[src/rtl/mantissa_aligner.sv]
// Right-shift mantissa alignment stage ahead of the FP adder.
// Shifts a 53-bit mantissa right by (Target_Exp - Input_Exp) positions, at
// most SHIFT_STEP positions per cycle. It keeps the guard, round and sticky
// bits for later rounding. Valid/ready handshake on both sides, one
// operation in flight.
// Build option: define ALIGNER_STICKY_EN to accumulate the sticky bit.
// When it is left undefined, Sticky_Bit is tied 0 (truncating alignment).
module mantissa_aligner #(
   parameter int unsigned SHIFT_STEP = 8
) (
   input  logic        clk,
   input  logic        rst_n,
   input  logic        in_valid,
   output logic        in_ready,
   input  logic [52:0] Input_Mantissa,
   input  logic [10:0] Input_Exp,
   input  logic [10:0] Target_Exp,
   output logic        out_valid,
   input  logic        out_ready,
   output logic [52:0] Output_Mantissa,
   output logic [10:0] Output_Exp,
   output logic        Guard_Bit,
   output logic        Round_Bit,
   output logic        Sticky_Bit,
   output logic        align_err
);

   localparam int unsigned MANT_W = 53;
   localparam int unsigned EXP_W  = 11;
   localparam int unsigned WORK_W = MANT_W + 2;
   localparam int unsigned DIFF_W = EXP_W + 1;
   localparam int unsigned REM_W  = 6;

   localparam logic [REM_W-1:0]  STEP_R  = REM_W'(SHIFT_STEP);
   localparam logic [REM_W-1:0]  REM_MAX = REM_W'(WORK_W);
   localparam logic [DIFF_W-1:0] DIFF_MAX = DIFF_W'(WORK_W);

   typedef enum logic [1:0] {
      IDLE  = 2'd0,
      SHIFT = 2'd1,
      DONE  = 2'd2
   } state_t;

   state_t              state;
   logic [WORK_W-1:0]   w;
   logic                s;
   logic [REM_W-1:0]    rem;

   logic [DIFF_W-1:0]   diff;
   logic                diff_neg;
   logic [REM_W-1:0]    rem_init;

   logic [REM_W-1:0]    step_k;
   logic [REM_W-1:0]    rem_next;
   logic [WORK_W-1:0]   w_shift;
   logic                s_next;

   // Exponent difference for the operand being offered, clamped to the work width
   always_comb begin
      diff     = {1'b0, Target_Exp} - {1'b0, Input_Exp};
      diff_neg = diff[DIFF_W-1];
      rem_init = '0;
      if (!diff_neg) begin
         if (diff > DIFF_MAX) begin
            rem_init = REM_MAX;
         end else begin
            rem_init = diff[REM_W-1:0];
         end
      end
   end

   // One shift step: move by min(rem, SHIFT_STEP) and fold the lost bits into sticky
`ifdef ALIGNER_STICKY_EN
   logic [WORK_W-1:0]   lost_bits;

   always_comb begin
      step_k    = (rem < STEP_R) ? rem : STEP_R;
      rem_next  = rem - step_k;
      w_shift   = w >> step_k;
      lost_bits = w & ~({WORK_W{1'b1}} << step_k);
      s_next    = s | (|lost_bits);
   end
`else
   always_comb begin
      step_k   = (rem < STEP_R) ? rem : STEP_R;
      rem_next = rem - step_k;
      w_shift  = w >> step_k;
      s_next   = 1'b0;
   end
`endif

   // Control FSM with working registers and registered outputs
   always_ff @(posedge clk) begin
      if (!rst_n) begin
         state           <= IDLE;
         w               <= '0;
         s               <= 1'b0;
         rem             <= '0;
         in_ready        <= 1'b1;
         out_valid       <= 1'b0;
         Output_Mantissa <= '0;
         Output_Exp      <= '0;
         Guard_Bit       <= 1'b0;
         Round_Bit       <= 1'b0;
         Sticky_Bit      <= 1'b0;
         align_err       <= 1'b0;
      end else begin
         case (state)
            IDLE: begin
               if (in_valid) begin
                  w        <= {Input_Mantissa, 2'b00};
                  s        <= 1'b0;
                  rem      <= rem_init;
                  in_ready <= 1'b0;
                  if (diff_neg) begin
                     Output_Exp <= Input_Exp;
                     align_err  <= 1'b1;
                  end else begin
                     Output_Exp <= Target_Exp;
                     align_err  <= 1'b0;
                  end
                  if (rem_init != '0) begin
                     state <= SHIFT;
                  end else begin
                     // No shift needed: result is the operand itself
                     state           <= DONE;
                     out_valid       <= 1'b1;
                     Output_Mantissa <= Input_Mantissa;
                     Guard_Bit       <= 1'b0;
                     Round_Bit       <= 1'b0;
                     Sticky_Bit      <= 1'b0;
                  end
               end
            end

            SHIFT: begin
               w   <= w_shift;
               s   <= s_next;
               rem <= rem_next;
               if (rem_next == '0) begin
                  state           <= DONE;
                  out_valid       <= 1'b1;
                  Output_Mantissa <= w_shift[WORK_W-1:2];
                  Guard_Bit       <= w_shift[1];
                  Round_Bit       <= w_shift[0];
                  Sticky_Bit      <= s_next;
               end
            end

            DONE: begin
               if (out_ready) begin
                  state     <= IDLE;
                  out_valid <= 1'b0;
                  in_ready  <= 1'b1;
               end
            end

            default: begin
               state     <= IDLE;
               out_valid <= 1'b0;
               in_ready  <= 1'b1;
            end
         endcase
      end
   end

endmodule

[config.mk]
export PLATFORM = sky130hd
export DESIGN_NAME = mantissa_aligner
export DESIGN_NICKNAME = d
export VERILOG_FILES = /design/src/rtl/mantissa_aligner.sv
export SDC_FILE = /design/constraint.sdc
export NUM_CORES = 1
export LEC_CHECK = 0
export BUFFER_PORTS_ARGS = -buffer_cell sky130_fd_sc_hd__clkbuf_2
export CORE_ASPECT_RATIO = 0.9
export CORE_UTILIZATION = 59
export CTS_CLUSTER_DIAMETER = 200
export DETAILED_ROUTE_END_ITERATION = 7
export GPL_ROUTABILITY_DRIVEN = 0
export HOLD_SLACK_MARGIN = 0.15
export PLACE_DENSITY = 0.83
export RECOVER_POWER = 100
export REMOVE_ABC_BUFFERS = 1
export SLEW_MARGIN = 5
export SYNTH_ARGS = -nofsm -noshare
export SYNTH_HDL_FRONTEND = slang
export SYNTH_SLANG_ARGS = --single-unit
[constraint.sdc]
create_clock -name clk -period 5.85 [get_ports clk]
set_input_delay 0.2925 -clock clk [delete_from_list [all_inputs] [get_ports clk]]
set_output_delay 0.2925 -clock clk [all_outputs]
set_load 0.03 [all_outputs]
Word level (Yosys, flattened, before mapping)
Index checks and enable logic that the tools add are counted.
Cells by class
  $add $sub $neg: 2
  reductions and logical operators: 10
  shift operators: 1
  magnitude comparators: 2
  equal/unequal tests: 6
  bitwise gates (word level): 1
  multiplexer cells: 34
Operator list (number)
  $mux 53: 3
  $pmux 55 s2: 1
  $pmux 53 s2: 1
  $mux 55: 1
  $shr 55x6->55: 1
  $mux 6: 4
  $gt 12x6->1 const B: 1
  $mux 1: 12
  $pmux 6 s2: 1
  $sub 11x11->12: 1
  $mux 11: 1
  $mux 2: 4
  $ne 2x2->1 const B: 4
  $reduce_and 4->1: 2
  $logic_not 6->1: 1
  $lt 6x4->1 const B: 1
  $pmux 1 s2: 3
  $pmux 1 s3: 2
  $pmux 2 s3: 1
  $reduce_and 3->1: 2
  $reduce_bool 6->1: 1
  $sub 6x6->6: 1
  $reduce_and 2->1: 2
  $eq 2x1->1 const B: 1
  other kinds (4): 4
Word-level totals
  register bits after elaboration: 133
  input bits: 79
  output and inout port bits: 70
  logic and storage cells: 67

Logic depth before layout (Yosys ltp)
  word-level depth: 8
  gate-level depth with buffers: 14
  gate-level depth less buffers: 12

Worst setup path before layout
No wires, ideal clock.
  path type: input port to flip-flop
  start: input Target_Exp[0]
  end: register Output_Mantissa[10]
  data arrival time: 2.599 ns
  path slack: 3.180 ns
  required time: 5.778 ns
  cell stages on the path: 14
  library setup time: 0.072 ns
  path through: inv_1 > ha_1 > inv_1 > fa_1 > a211o_1 > o211ai_1 > o2bb2ai_1 > mux2i_1 > a311oi_2 > nor2_2 > a21oi_2 > buf_6 > buf_8 > mux2i_1
Between the ends
  cells in the longest elaborated chain, start to end: 7
Ends and longest elaborated chain
  start: declaration: line 17  | input logic [10:0] Target_Exp,
  $sub 11x11->12 (*): line 60  | diff = {1'b0, Target_Exp} - {1'b0, Input_Exp};
  $gt 12x6->1: line 64  | if (diff > DIFF_MAX) begin
  $mux 6: line 64
  $mux 6 (*): line 63  | if (!diff_neg) begin
  $reduce_bool 6->1 (*): line 122  | if (rem_init != '0) begin
  $ne 2x2->1 (no source line) (*)
  $reduce_and 4->1 (no source line) (*)
  end signal: assignment: line 128  | Output_Mantissa <= Input_Mantissa;
  end signal: assignment: line 143  | Output_Mantissa <= w_shift[WORK_W-1:2];
  end: declaration: line 20  | output logic [52:0] Output_Mantissa,
Every way passes the cells marked *; elsewhere a longest branch is shown, timed or not.
A chain may end at the register's enable or synchronous reset.

Worst setup path after layout
  start: input Input_Exp[0]
  end: register Output_Mantissa[14]
Between the ends
  cells in the longest elaborated chain, start to end: 7
Ends and longest elaborated chain
  start: declaration: line 16  | input logic [10:0] Input_Exp,
  $sub 11x11->12 (*): line 60
  $gt 12x6->1: line 64
  $mux 6: line 64
  $mux 6 (*): line 63
  $reduce_bool 6->1 (*): line 122
  $ne 2x2->1 (no source line) (*)
  $reduce_and 4->1 (no source line) (*)
Marked as above.

==> impl_metrics.prom <==
# TYPE chip_impl_metric gauge
chip_impl_metric{name="worstPathArrival",unit="ns"} 4.93
chip_impl_metric{name="layout_worst_path_cycle_share",unit=""} 0.805
chip_impl_info{name="r2r_start",value="rem[3]"} 1
chip_impl_metric{name="wl_per_cell",unit="um"} 17.9
chip_impl_info{name="hold_path.startpoint",value="Target_Exp[4]"} 1
chip_impl_metric{name="ys_seq_area_frac",unit=""} 0.319
chip_impl_info{name="crit_path_start",value="Input_Exp[0]"} 1
chip_impl_info{name="synthFlopType",value="sky130_fd_sc_hd__dfxtp_1"} 1
chip_impl_metric{name="cts_inserted_buffers",unit=""} 17
chip_impl_metric{name="max_slew.worst_pin.slew",unit="ns"} 2.69
chip_impl_metric{name="final-hold-violation-count",unit=""} 0
chip_impl_metric{name="setup_viol",unit=""} 0
chip_impl_metric{name="via_count_of_the_first_global_routing_pass",unit=""} 8167
chip_impl_metric{name="post_synth.cell_area_avg",unit="um2"} 7.66
chip_impl_metric{name="p_leak",unit="nW"} 4.12
chip_impl_metric{name="gr-usage-all-layers",unit=""} 0.343
chip_impl_metric{name="yosysWarningCount",unit=""} 0
chip_impl_metric{name="synth_compound_area_frac",unit=""} 0.203
chip_impl_metric{name="io_buffers",unit=""} 147
chip_impl_metric{name="clkLatencyLatePin",unit="ns"} 0.43
chip_impl_metric{name="dpl_worst_slack",unit="ns"} 2.31
chip_impl_info{name="worst_setup_path_start_kind",value="input pin"} 1
chip_impl_info{name="critical_path_class",value="in -> reg"} 1
chip_impl_metric{name="period_needed",unit="ns"} 4.71
chip_impl_metric{name="share_of_the_synthesized_area_in_the_top_cell_type",unit=""} 0.319
chip_impl_info{name="synth_largest_area_cell",value="sky130_fd_sc_hd__dfxtp_1"} 1
chip_impl_metric{name="dp.final_hpwl",unit="um"} 15200
chip_impl_metric{name="clk_pin_slew_worst_setup_hold_paths",unit="ns"} 0.06
chip_impl_metric{name="worst_slack",unit="ns"} 1.14
chip_impl_metric{name="number_of_flops_mapped_to_enable_cells_by_yosys",unit=""} 0
chip_impl_metric{name="first_pass_grt_wire_length",unit="um"} 40100
chip_impl_info{name="failing_checks",value="DRC, capacitance limit, slew limit"} 1
chip_impl_metric{name="cp_max_fo",unit=""} 56
chip_impl_metric{name="antenna_found_initial",unit=""} 0
chip_impl_metric{name="yosys.area_share.simple",unit=""} 0.237
chip_impl_info{name="hold_class",value="in -> reg"} 1
chip_impl_metric{name="post_layout_nonfiller_instances",unit=""} 1367
chip_impl_metric{name="inserted_diodes",unit=""} 0
chip_impl_metric{name="post_synth_xor_area_fraction",unit=""} 0.00633
chip_impl_metric{name="first_pass_iters",unit=""} 8
chip_impl_metric{name="drive_above_1_share",unit=""} 0.136
chip_impl_info{name="crit_path_cell_trace",value="dlygate4sd3_1 -> clkbuf_1 -> ha_1 -> inv_1 -> fa_1 -> a211o_1 -> o211ai_1 -> o2bb2ai_1 -> mux2i_1 -> a311oi_1 -> nor2_1 -> a21oi_4 -> clkbuf_2 -> mux2i_1"} 1
chip_impl_info{name="main_combinational_cell_family_by_area_after_synthesis",value="simple AND/OR/NAND/NOR gates"} 1
chip_impl_info{name="setup_repair_after_global_routing_missed_its_margin",value="false"} 1
chip_impl_metric{name="cts_buffer_depth",unit=""} 2
chip_impl_metric{name="synth_fa_ha_area_frac",unit=""} 0.0205
chip_impl_metric{name="fp.dieArea",unit="mm2"} 0.0145
chip_impl_metric{name="fp.dieW",unit="um"} 127
chip_impl_info{name="result_of_the_run",value="finished, violations left"} 1
chip_impl_metric{name="worst_clock_skew",unit="ns"} 0.00967
chip_impl_metric{name="design.final.nets",unit=""} 1278
chip_impl_metric{name="critPathRequiredTime",unit="ns"} 6.07
chip_impl_metric{name="max_slew_margin",unit=""} -0.794
chip_impl_metric{name="power",unit="mW"} 3.53
chip_impl_metric{name="pin_count_of_the_biggest_net_entering_global_routing",unit=""} 67
chip_impl_info{name="root_buf_cell",value="sky130_fd_sc_hd__clkbuf_16"} 1
chip_impl_metric{name="floorplan.die.height",unit="um"} 114
chip_impl_metric{name="initial_core_util",unit=""} 0.614
chip_impl_metric{name="grt-ovfl-total",unit=""} 0
chip_impl_info{name="timing.critical_path.to_type",value="flop"} 1
chip_impl_metric{name="clock_sink_count",unit=""} 132
chip_impl_info{name="yosys-top-cells-area",value="sky130_fd_sc_hd__dfxtp_1 (32%), sky130_fd_sc_hd__mux2i_1 (10%), sky130_fd_sc_hd__nand2_1 (8.6%)"} 1
chip_impl_metric{name="muxShareOfSynthArea",unit=""} 0.152
chip_impl_metric{name="fill_cells",unit=""} 1124
chip_impl_metric{name="floorplan.core_area",unit="mm2"} 0.0135
chip_impl_metric{name="cellPowerDensity",unit="mW/mm2"} 366
chip_impl_metric{name="placement_rows",unit=""} 40
chip_impl_metric{name="io-pin-count",unit=""} 149
chip_impl_metric{name="max_cap_viols",unit=""} 3
chip_impl_metric{name="yosysUniqueCellTypes",unit=""} 63
chip_impl_metric{name="synthesis.area",unit="mm2"} 0.00830
chip_impl_info{name="critical-path-slowest-cell",value="sky130_fd_sc_hd__clkbuf_2"} 1
chip_impl_metric{name="dp_cells",unit=""} 1315
chip_impl_metric{name="maximum_cell_stage_delay_along_the_critical_path",unit="ns"} 1.40
chip_impl_metric{name="drcViolationCount",unit=""} 6
chip_impl_metric{name="max_clock_freq",unit="MHz"} 212
chip_impl_info{name="synth_most_common_cell",value="sky130_fd_sc_hd__nand2_1"} 1
chip_impl_info{name="tritoncts",value="yes"} 1
chip_impl_metric{name="final_max_slew_viol_count",unit=""} 142
chip_impl_metric{name="syn2layout_area_growth",unit="%"} 16.5
chip_impl_metric{name="totalNegativeSetupSlack",unit="ns"} 0
chip_impl_info{name="netlist_top_cells_count",value="sky130_fd_sc_hd__nand2_1 (189), sky130_fd_sc_hd__nor2_1 (141), sky130_fd_sc_hd__dfxtp_1 (132)"} 1
chip_impl_metric{name="synth.ff_latch_count",unit=""} 132
chip_impl_metric{name="viasPerCell",unit=""} 6.43
chip_impl_metric{name="vdd_ir_drop_max",unit="V"} 0.000277
chip_impl_metric{name="htreeDepth",unit=""} 4
chip_impl_metric{name="routed_wl",unit="um"} 24400
chip_impl_metric{name="route.vias.total",unit=""} 8786
chip_impl_metric{name="dr.first_iter.drc_count",unit=""} 1270
chip_impl_info{name="crit_top_cell",value="sky130_fd_sc_hd__mux2i_1"} 1
chip_impl_metric{name="fraction_of_registers_with_async_set_or_reset_after_synthesis",unit=""} 0
chip_impl_metric{name="antenna_violating_nets_post_route",unit=""} 0
chip_impl_metric{name="timing.hold.ws",unit="ns"} 0.166
chip_impl_metric{name="postSynthCellCount",unit=""} 1083
## worst max-delay path: cells and delay by family
family          cells  cell delay (ns)
buf+inv             4             2.15
fa+ha+maj           2             0.61
compound gates      5             1.22
simple gates        1             0.16
mux                 2             0.42
## registers in the layout, summed over array words and instances (netlist names)
| name | cells |
|---|---|
| in_ready | 1 |
| Round_Bit | 1 |
| rem | 6 |
| align_err | 1 |
| Output_Mantissa | 53 |
| out_valid | 1 |
| Output_Exp | 11 |
| state | 2 |
| w | 55 |
| Guard_Bit | 1 |
## repair_timing
item	CTS	global route
setup buffers	0	0
gates resized for setup	0	0
hold endpoints to repair	11	0
hold buffers	20	0
## placed cells by master (no fill, tap or decap), types with 11 or more instances in the layout
master,count
sky130_fd_sc_hd__nor3_1,77
sky130_fd_sc_hd__inv_1,18
sky130_fd_sc_hd__nand3_1,15
sky130_fd_sc_hd__o21ai_0,32
sky130_fd_sc_hd__dlygate4sd3_1,20
sky130_fd_sc_hd__a22oi_1,20
sky130_fd_sc_hd__a221o_1,33
sky130_fd_sc_hd__dfxtp_1,132
sky130_fd_sc_hd__clkbuf_1,73
sky130_fd_sc_hd__a21oi_1,36
sky130_fd_sc_hd__buf_4,11
sky130_fd_sc_hd__mux2_2,36
sky130_fd_sc_hd__mux2i_1,84
sky130_fd_sc_hd__nand2_1,189
sky130_fd_sc_hd__clkbuf_2,76
sky130_fd_sc_hd__a311oi_1,12
sky130_fd_sc_hd__nor2_1,140
sky130_fd_sc_hd__ha_1,12
sky130_fd_sc_hd__o22ai_1,56
sky130_fd_sc_hd__clkbuf_16,17
## final timing paths
kind / to / slack (ns) / cells after the start
worst max register to register: Output_Mantissa[6] / 1.48 / 8
worst min register to register: Output_Mantissa[23] / 0.45 / 2
worst min-delay path: Output_Exp[4] / 0.17 / 3
worst max-delay path: Output_Mantissa[14] / 1.14 / 14
## stage by stage
stage / util / area, um2
detailed placement: 0.660 / 8920
floorplan: - / 7850
global placement: 0.660 / 8920
finish: 0.715 / 9670
CTS: 0.725 / 9790
global route: 0.715 / 9670
## layout make-up
class                           count  area (um2)  share of cell area
Clock buffer                       19         443              0.0458
Multi-Input combinational cell    837        5140               0.532
Tap cell                          168         210              0.0217
Clock inverter                     13         229              0.0237
Inverter                           19        71.3             0.00738
Timing Repair Buffer              179         933              0.0965
Sequential cell                   132        2640               0.273
## logic make-up (layout without fill, tap and decap cells)
logic type / after synthesis / after routing
and+or+nand+nor: 456 / 456
muxes: 121 / 121
buffers and inverters: 114 / 230
xor gates and xnor gates: 6 / 6
other: 2 / 2
adders and majority gates: 13 / 13
DFF: 132 / 132
AOI/OAI and AO/OA: 239 / 239
## metal layers
metal  up-vias  global-route usage  share of wire
met3        58              0.0696           0.10
met4         0               0.137          0.022
met2       537               0.522           0.45
li1       4102                   -              -
met5         -                   0              0
met1      4089               0.476           0.43
## power by group
part / switching [mW] / internal, mW / leakage [nW] / total [mW]
Combinational: 0.738 / 0.429 / 2.71 / 1.17
Sequential: 0.116 / 1.03 / 1.09 / 1.14
Clock: 0.417 / 0.811 / 0.327 / 1.23
Power figures use the tool's default switching activity.
